===== config.mk =====
export PLATFORM = sky130hd
export DESIGN_NAME = alu_seq
export DESIGN_NICKNAME = d
export VERILOG_FILES = /design/src/rtl/alu_seq.sv
export SDC_FILE = /design/constraint.sdc
export NUM_CORES = 1
export LEC_CHECK = 0
export ABC_AREA = 1
export BUFFER_PORTS_ARGS = -buffer_cell sky130_fd_sc_hd__buf_2
export CAP_MARGIN = 10
export CORE_UTILIZATION = 50
export DETAILED_ROUTE_END_ITERATION = 16
export PLACE_DENSITY_LB_ADDON = 0.12
export SLEW_MARGIN = 20
export SYNTH_ARGS = -nofsm -noshare
export SYNTH_HDL_FRONTEND = slang
export SYNTH_SLANG_ARGS = --single-unit
export TNS_END_PERCENT = 1

===== constraint.sdc =====
create_clock -name Clk -period 2.4 [get_ports Clk]
set_clock_uncertainty 0.05 [all_clocks]
set_input_delay 0.36 -clock Clk [delete_from_list [all_inputs] [get_ports Clk]]
set_output_delay 0.36 -clock Clk [all_outputs]
set_load 0.005 [all_outputs]

===== src/rtl/alu_seq.sv =====
`default_nettype none
// ============================================================================
// Module   : alu_seq
// Brief    : Multi-cycle ALU: single-cycle arithmetic/logic, bit-serial
//            shifts/rotates, and (with ALU_SEQ_MUL_EN) shift-add multiply.
// Revision : 1.0 - initial release
// ============================================================================
module alu_seq #(
    parameter int W  = 8,
    parameter int SW = $clog2(W)
) (
    input  logic         Clk,
    input  logic         Reset_n,
    input  logic         Start,
    input  logic [2:0]   OP,
    input  logic [W-1:0] InputA,
    input  logic [W-1:0] InputB,
    input  logic         SC_in,
    output logic         Busy,
    output logic         Done,
    output logic [W-1:0] Out,
    output logic [W-1:0] OutHi,
    output logic         SC_out,
    output logic         Zero,
    output logic         PF
);

    localparam logic [2:0] c_op_add = 3'b000;
    localparam logic [2:0] c_op_lsh = 3'b001;
    localparam logic [2:0] c_op_bsh = 3'b010;
    localparam logic [2:0] c_op_xor = 3'b011;
    localparam logic [2:0] c_op_and = 3'b100;
    localparam logic [2:0] c_op_sub = 3'b101;

`ifdef ALU_SEQ_MUL_EN
    localparam logic [2:0] c_op_mul = 3'b110;

    typedef enum logic [1:0] {
        S_IDLE  = 2'd0,
        S_SHIFT = 2'd1,
        S_MUL   = 2'd2
    } state_t;
`else
    typedef enum logic [1:0] {
        S_IDLE  = 2'd0,
        S_SHIFT = 2'd1
    } state_t;
`endif

    state_t         state_q, state_d;
    logic           rot_q, rot_d;
    logic           fill_q, fill_d;
    logic [W-1:0]   a_q, a_d;
    logic [SW-1:0]  cnt_q, cnt_d;
    logic [W-1:0]   out_q, out_d;
    logic           sc_q, sc_d;
    logic           zero_q, pf_q;
    logic           done_q, done_d;

    logic [SW-1:0]  w_k;
    logic [W:0]     w_sum;
    logic [W:0]     w_diff;
    logic [W-1:0]   w_shift;
    logic [W-1:0]   w_res;
    logic           w_res_sc;
    logic           w_wr;

`ifdef ALU_SEQ_MUL_EN
    logic [W-1:0]   b_q, b_d;
    logic [2*W-1:0] acc_q, acc_d;
    logic [W-1:0]   outhi_q, outhi_d;
    logic [W:0]     w_mul_sum;
    logic [2*W-1:0] w_acc_next;
    logic [W-1:0]   w_res_hi;
`endif

    always_comb begin
        state_d  = state_q;
        rot_d    = rot_q;
        fill_d   = fill_q;
        a_d      = a_q;
        cnt_d    = cnt_q;
        done_d   = 1'b0;
        w_res    = '0;
        w_res_sc = 1'b0;
        w_wr     = 1'b0;
        w_k      = InputB[SW-1:0];
        w_sum    = {1'b0, InputA} + {1'b0, InputB};
        // The extra MSB of the difference is the unsigned borrow (A < B).
        w_diff   = {1'b0, InputA} - {1'b0, InputB};
        w_shift  = rot_q ? {a_q[W-2:0], a_q[W-1]} : {a_q[W-2:0], fill_q};
`ifdef ALU_SEQ_MUL_EN
        b_d        = b_q;
        acc_d      = acc_q;
        w_res_hi   = '0;
        w_mul_sum  = {1'b0, acc_q[2*W-1:W]} + (b_q[0] ? {1'b0, a_q} : {(W+1){1'b0}});
        w_acc_next = {w_mul_sum, acc_q[W-1:1]};
`endif

        case (state_q)
            S_IDLE: begin
                if (Start) begin
                    case (OP)
                        c_op_add: begin
                            w_res    = w_sum[W-1:0];
                            w_res_sc = w_sum[W];
                            w_wr     = 1'b1;
                            done_d   = 1'b1;
                        end
                        c_op_sub: begin
                            w_res    = w_diff[W-1:0];
                            w_res_sc = w_diff[W];
                            w_wr     = 1'b1;
                            done_d   = 1'b1;
                        end
                        c_op_xor: begin
                            w_res  = InputA ^ InputB;
                            w_wr   = 1'b1;
                            done_d = 1'b1;
                        end
                        c_op_and: begin
                            w_res  = InputA & InputB;
                            w_wr   = 1'b1;
                            done_d = 1'b1;
                        end
                        c_op_lsh, c_op_bsh: begin
                            if (w_k == '0) begin
                                w_res  = InputA;
                                w_wr   = 1'b1;
                                done_d = 1'b1;
                            end else begin
                                state_d = S_SHIFT;
                                a_d     = InputA;
                                cnt_d   = w_k - SW'(1);
                                rot_d   = (OP == c_op_bsh);
                                fill_d  = SC_in;
                            end
                        end
`ifdef ALU_SEQ_MUL_EN
                        c_op_mul: begin
                            state_d = S_MUL;
                            a_d     = InputA;
                            b_d     = InputB;
                            acc_d   = '0;
                            cnt_d   = SW'(W - 1);
                        end
`endif
                        // NOP (and 110 without the multiplier): pulse Done, hold results.
                        default: done_d = 1'b1;
                    endcase
                end
            end
            S_SHIFT: begin
                a_d = w_shift;
                if (cnt_q == '0) begin
                    w_res    = w_shift;
                    w_res_sc = a_q[W-1];
                    w_wr     = 1'b1;
                    done_d   = 1'b1;
                    state_d  = S_IDLE;
                end else begin
                    cnt_d = cnt_q - SW'(1);
                end
            end
`ifdef ALU_SEQ_MUL_EN
            S_MUL: begin
                acc_d = w_acc_next;
                b_d   = b_q >> 1;
                if (cnt_q == '0) begin
                    w_res    = w_acc_next[W-1:0];
                    w_res_hi = w_acc_next[2*W-1:W];
                    w_res_sc = |w_acc_next[2*W-1:W];
                    w_wr     = 1'b1;
                    done_d   = 1'b1;
                    state_d  = S_IDLE;
                end else begin
                    cnt_d = cnt_q - SW'(1);
                end
            end
`endif
            default: state_d = S_IDLE;
        endcase

        out_d = w_wr ? w_res    : out_q;
        sc_d  = w_wr ? w_res_sc : sc_q;
`ifdef ALU_SEQ_MUL_EN
        outhi_d = w_wr ? w_res_hi : outhi_q;
`endif
    end

    always_ff @(posedge Clk or negedge Reset_n) begin
        if (!Reset_n) begin
            state_q <= S_IDLE;
            rot_q   <= 1'b0;
            fill_q  <= 1'b0;
            a_q     <= '0;
            cnt_q   <= '0;
            out_q   <= '0;
            sc_q    <= 1'b0;
            zero_q  <= 1'b1;
            pf_q    <= 1'b0;
            done_q  <= 1'b0;
        end else begin
            state_q <= state_d;
            rot_q   <= rot_d;
            fill_q  <= fill_d;
            a_q     <= a_d;
            cnt_q   <= cnt_d;
            out_q   <= out_d;
            sc_q    <= sc_d;
            zero_q  <= ~|out_d;
            pf_q    <= ^out_d;
            done_q  <= done_d;
        end
    end

`ifdef ALU_SEQ_MUL_EN
    always_ff @(posedge Clk or negedge Reset_n) begin
        if (!Reset_n) begin
            b_q     <= '0;
            acc_q   <= '0;
            outhi_q <= '0;
        end else begin
            b_q     <= b_d;
            acc_q   <= acc_d;
            outhi_q <= outhi_d;
        end
    end

    assign OutHi = outhi_q;
`else
    assign OutHi = '0;
`endif

    assign Busy   = (state_q != S_IDLE);
    assign Done   = done_q;
    assign Out    = out_q;
    assign SC_out = sc_q;
    assign Zero   = zero_q;
    assign PF     = pf_q;

endmodule
`default_nettype wire


==> metrics.md <==
| Metric | Value |
|---|---|
| Cell Area, Synth | `2530 sq um` |
| Sequential share of power | `around 29%` |
| Syn avg cell area | `6.675 sq um` |
| DP Wirelength | `5.485 mm` |
| Final slew viol count | `0` |
| Final Setup Violations | `0` |
| Met3 routed WL | `278 um` |
| Routed wl met2 | `3.129 mm` |
| Fillers | `between 400 and 500` |
| RR Startpoint | `state_q[0]$_DFFE_PN0P_` |
| Clk sinks | `26` |
| CP max stage cell | `ha_1` |
| Buf/Inv on CP | `4` |
| Slowest Stage Delay on Critical Path | `0.31 ns` |
| Inst Count DP | `517` |
| Max H-tree Level | `1` |
| Final period utilization | `97.91%` |
| Routed WL per cell | `12.64 um` |
| Routability cong. | `between 0.8 and 0.9` |
| Share of layout cells above drive strength 1 | `29.13%` |
| Top cells by area, synth | `dfrtp_1 25%, nand2_1 15%, ha_1 11%` |
| Antenna diodes | `0` |
| TritonCTS clock tree | `built` |
| Worst skew pair latency | `roughly 0.27 ns` |
| Core area | `4786 sq um` |
| Initial antenna violation count | `0` |
| WS Path Type | `input port to flop` |
| FMAX | `roughly 430 MHz` |
| Slew of the pin with the lowest slew margin | `around 0.60 ns` |
| Die area | `5348 sq um` |
| Crit-path max FO | `3` |
| DRC viols | `0` |
| Top sig layer | `met4` |
| Fin Setup TNS | `0 ns` |
| Crit path time final | `2.350 ns` |
| Starting density of the core | `52.86%` |
| Seq cells post-synth | `26` |
| I/O pin count | `44` |
| CP cell instances | `buf_2, buf_4, ha_1, inv_1, buf_4, nand4_1, nand3b_1, nor2_1, nor2_1, nand2_1, nand3_1, a21oi_2, ha_1, xnor2_2, xnor2_1` |
| Yosys warns | `0` |
| Hold Path Class | `input port to asynchronous set/reset pin` |
| Worst Setup Start Kind | `input port` |
| Final Non-Filler Cells | `~530` |
| Crit end category | `flop` |
| Internal | `1.513 mW` |
| Pwr/cell area | `~820 nW/um^2` |
| Row count | `25` |
| Worst vdd ir | `about 0.57 mV` |
| Mapped Cells | `379` |
| Dominant cell type by area after synthesis | `dfrtp_1` |
| Drt total wl | `roughly 6.7 mm` |
| Slew headroom | `60.25%` |
| Leak | `1.775 nW` |
| Gate power share | `61.9%` |
| Clock buffer depth | `2` |
| CP arrival | `2.48 ns` |
| Congestion Overflow GR | `0` |
| CP delay by family, top | `simple AND/OR/NAND/NOR gates` |
| Clock share of power | `9.5%` |
| DR vias | `2,636` |
| CTS Root Cell | `clkbuf_8` |
| Detail Route Antenna Nets | `0` |
| Maxcap violations | `0` |
| Post-synth cell types | `37` |
| Final hold viol count | `0` |
| DIE WIDTH | `around 73 um` |
| Sequential fraction of the synthesis area | `between 20% and 30%` |
| Vias in the first global route | `2,442` |
| Run status | `complete, no violations` |
| Post-DR vias/cell | `approximately 5` |
| Largest net degree at the start of global routing | `27` |
| IO Port Bufs | `35` |
| Wire length on met1 | `3.181 mm` |
| Worst-path clk slew | `0.09 ns` |
| CP startpoint | `InputA[1]` |
| Sw Pwr | `1.145 mW` |
| CP required | `2.53 ns` |
| Die Y | `73.13 um` |
| Yosys top cell area share | `24.73%` |
| Net Sw Frac | `43.07%` |
| Final net count | `508` |
| Total GRT Usage | `a little over a quarter` |
| Synth-to-Final Area Change | `27.55%` |
| Clock buffer count from CTS | `3` |
| First-pass GRT wire length | `10.96 mm` |
| Initial DRC count | `207` |
| Drt pass-1 iters | `5` |
## power groups by stage
stage | Combinational (mW) | Sequential, mW | Clock [mW]
2_1_floorplan | 1.04 | 0.753 | 0
3_3_place_gp | 1.46 | 0.762 | 0
3_5_place_dp | 1.52 | 0.768 | 0
4_1_cts | 1.58 | 0.761 | 0.264
5_1_grt | 1.86 | 0.782 | 0.286
6_report | 1.64 | 0.761 | 0.252
## through the flow
stage / hold WS [ns] / worst slack (ns) / area (sq um) / util, % / power [mW]
floorplan: 0.01441 / 0.02634 / 2556 / - / 1.797
global placement: 0.3478 / -0.2005 / 3048 / 63.69 / 2.226
CTS: 0.04882 / 0.04978 / 3143 / 65.67 / 2.607
global route: 0.06803 / -0.05106 / 3227 / 67.42 / 2.926
finish: 0.03045 / 0.05016 / 3227 / 67.42 / 2.658
detailed placement: 0.3493 / -0.2936 / 3048 / 63.69 / 2.285
## per-layer routing
layer	track usage, %	up-vias
li1	-	1368
met1	36.78	1180
met2	45.06	82
met3	2.210	6
met4	7.407	0
met5	0	-
## placed cells by master, fill, tap and decap left out, drive strengths merged
cell / instances
o21bai: 1
and2: 1
nand3: 36
xnor2: 2
o31a: 1
inv: 64
nand2: 104
nand3b: 1
nor2: 26
buf: 89
o221ai: 5
dfstp: 1
a21oi: 20
xor2: 2
o21ai: 21
o211ai: 2
dfrtp: 25
ha: 22
nand2b: 1
o22ai: 3
fa: 2
clkbuf: 4
a31o: 1
or2: 3
nor3: 4
nand4: 11
conb: 8
## cell families after synthesis
kind of cell / count (synthesis) / share of synthesized area (%)
and+or+nand+nor: 187 / 32.89
xor gates and xnor gates: 4 / 1.385
other: 1 / 0.1482
buffers and inverters: 83 / 14.54
DFF: 26 / 25.77
adders and majority gates: 24 / 12.46
AOI/OAI and AO/OA: 54 / 12.81
## cell usage after synthesis, drive strengths merged
master and count:
nand2 104, inv 64, nand3 36, nor2 26, dfrtp 25, ha 22
o21ai 21, a21oi 20, buf 18, nand4 11, o221ai 5, nor3 4
o22ai 3, or2 3, fa 2, o211ai 2, xnor2 2, xor2 2
a31o 1, and2 1, clkbuf 1, conb 1, dfstp 1, nand2b 1
nand3b 1, o21bai 1, o31a 1
## timing repair
action,CTS,global route
pin swaps,3,12
endpoints found under the setup margin,1,2
buffers inserted,5,1
resized for setup,3,22
hold endpoints to repair,0,0
gates cloned,0,0
hold buffers,0,0
## area by class of cell
type                       count  area, sq um  share of cell area (%)
tap                           67        83.83                   2.598
clock buffer                   4        45.04                   1.396
multi-input combinational    277         1617                   50.10
inverter                      64        240.2                   7.445
timing repair buffer          89        589.3                   18.26
sequential                    26        651.9                   20.20
## worst paths after layout
check | end | slack (ns) | depth (start not counted)
worst max-delay path | PF$_DFF_PN0_ | 0.05 | 15
worst min-delay path | rot_q$_DFFE_PN0P_ | 0.03 | 1
worst max register to register | PF$_DFF_PN0_ | 0.22 | 10
worst min register to register | fill_q$_DFFE_PN0P_ | 0.44 | 2
max in group asynchronous | Out[7]$_DFF_PN0_ | 1.86 | 1
min in group Clk | fill_q$_DFFE_PN0P_ | 0.23 | 3
## worst reg2reg max path, stage by stage, from the launching register on
cell and delay (ns):
dfrtp_1 0.48, nor2_2 0.09, o21ai_1 0.08, inv_1 0.07
a21oi_2 0.24, inv_1 0.15, o21ai_1 0.22, a21oi_2 0.06
ha_1 0.33, xnor2_2 0.15, xnor2_1 0.18
Power figures use the tool's default switching activity.
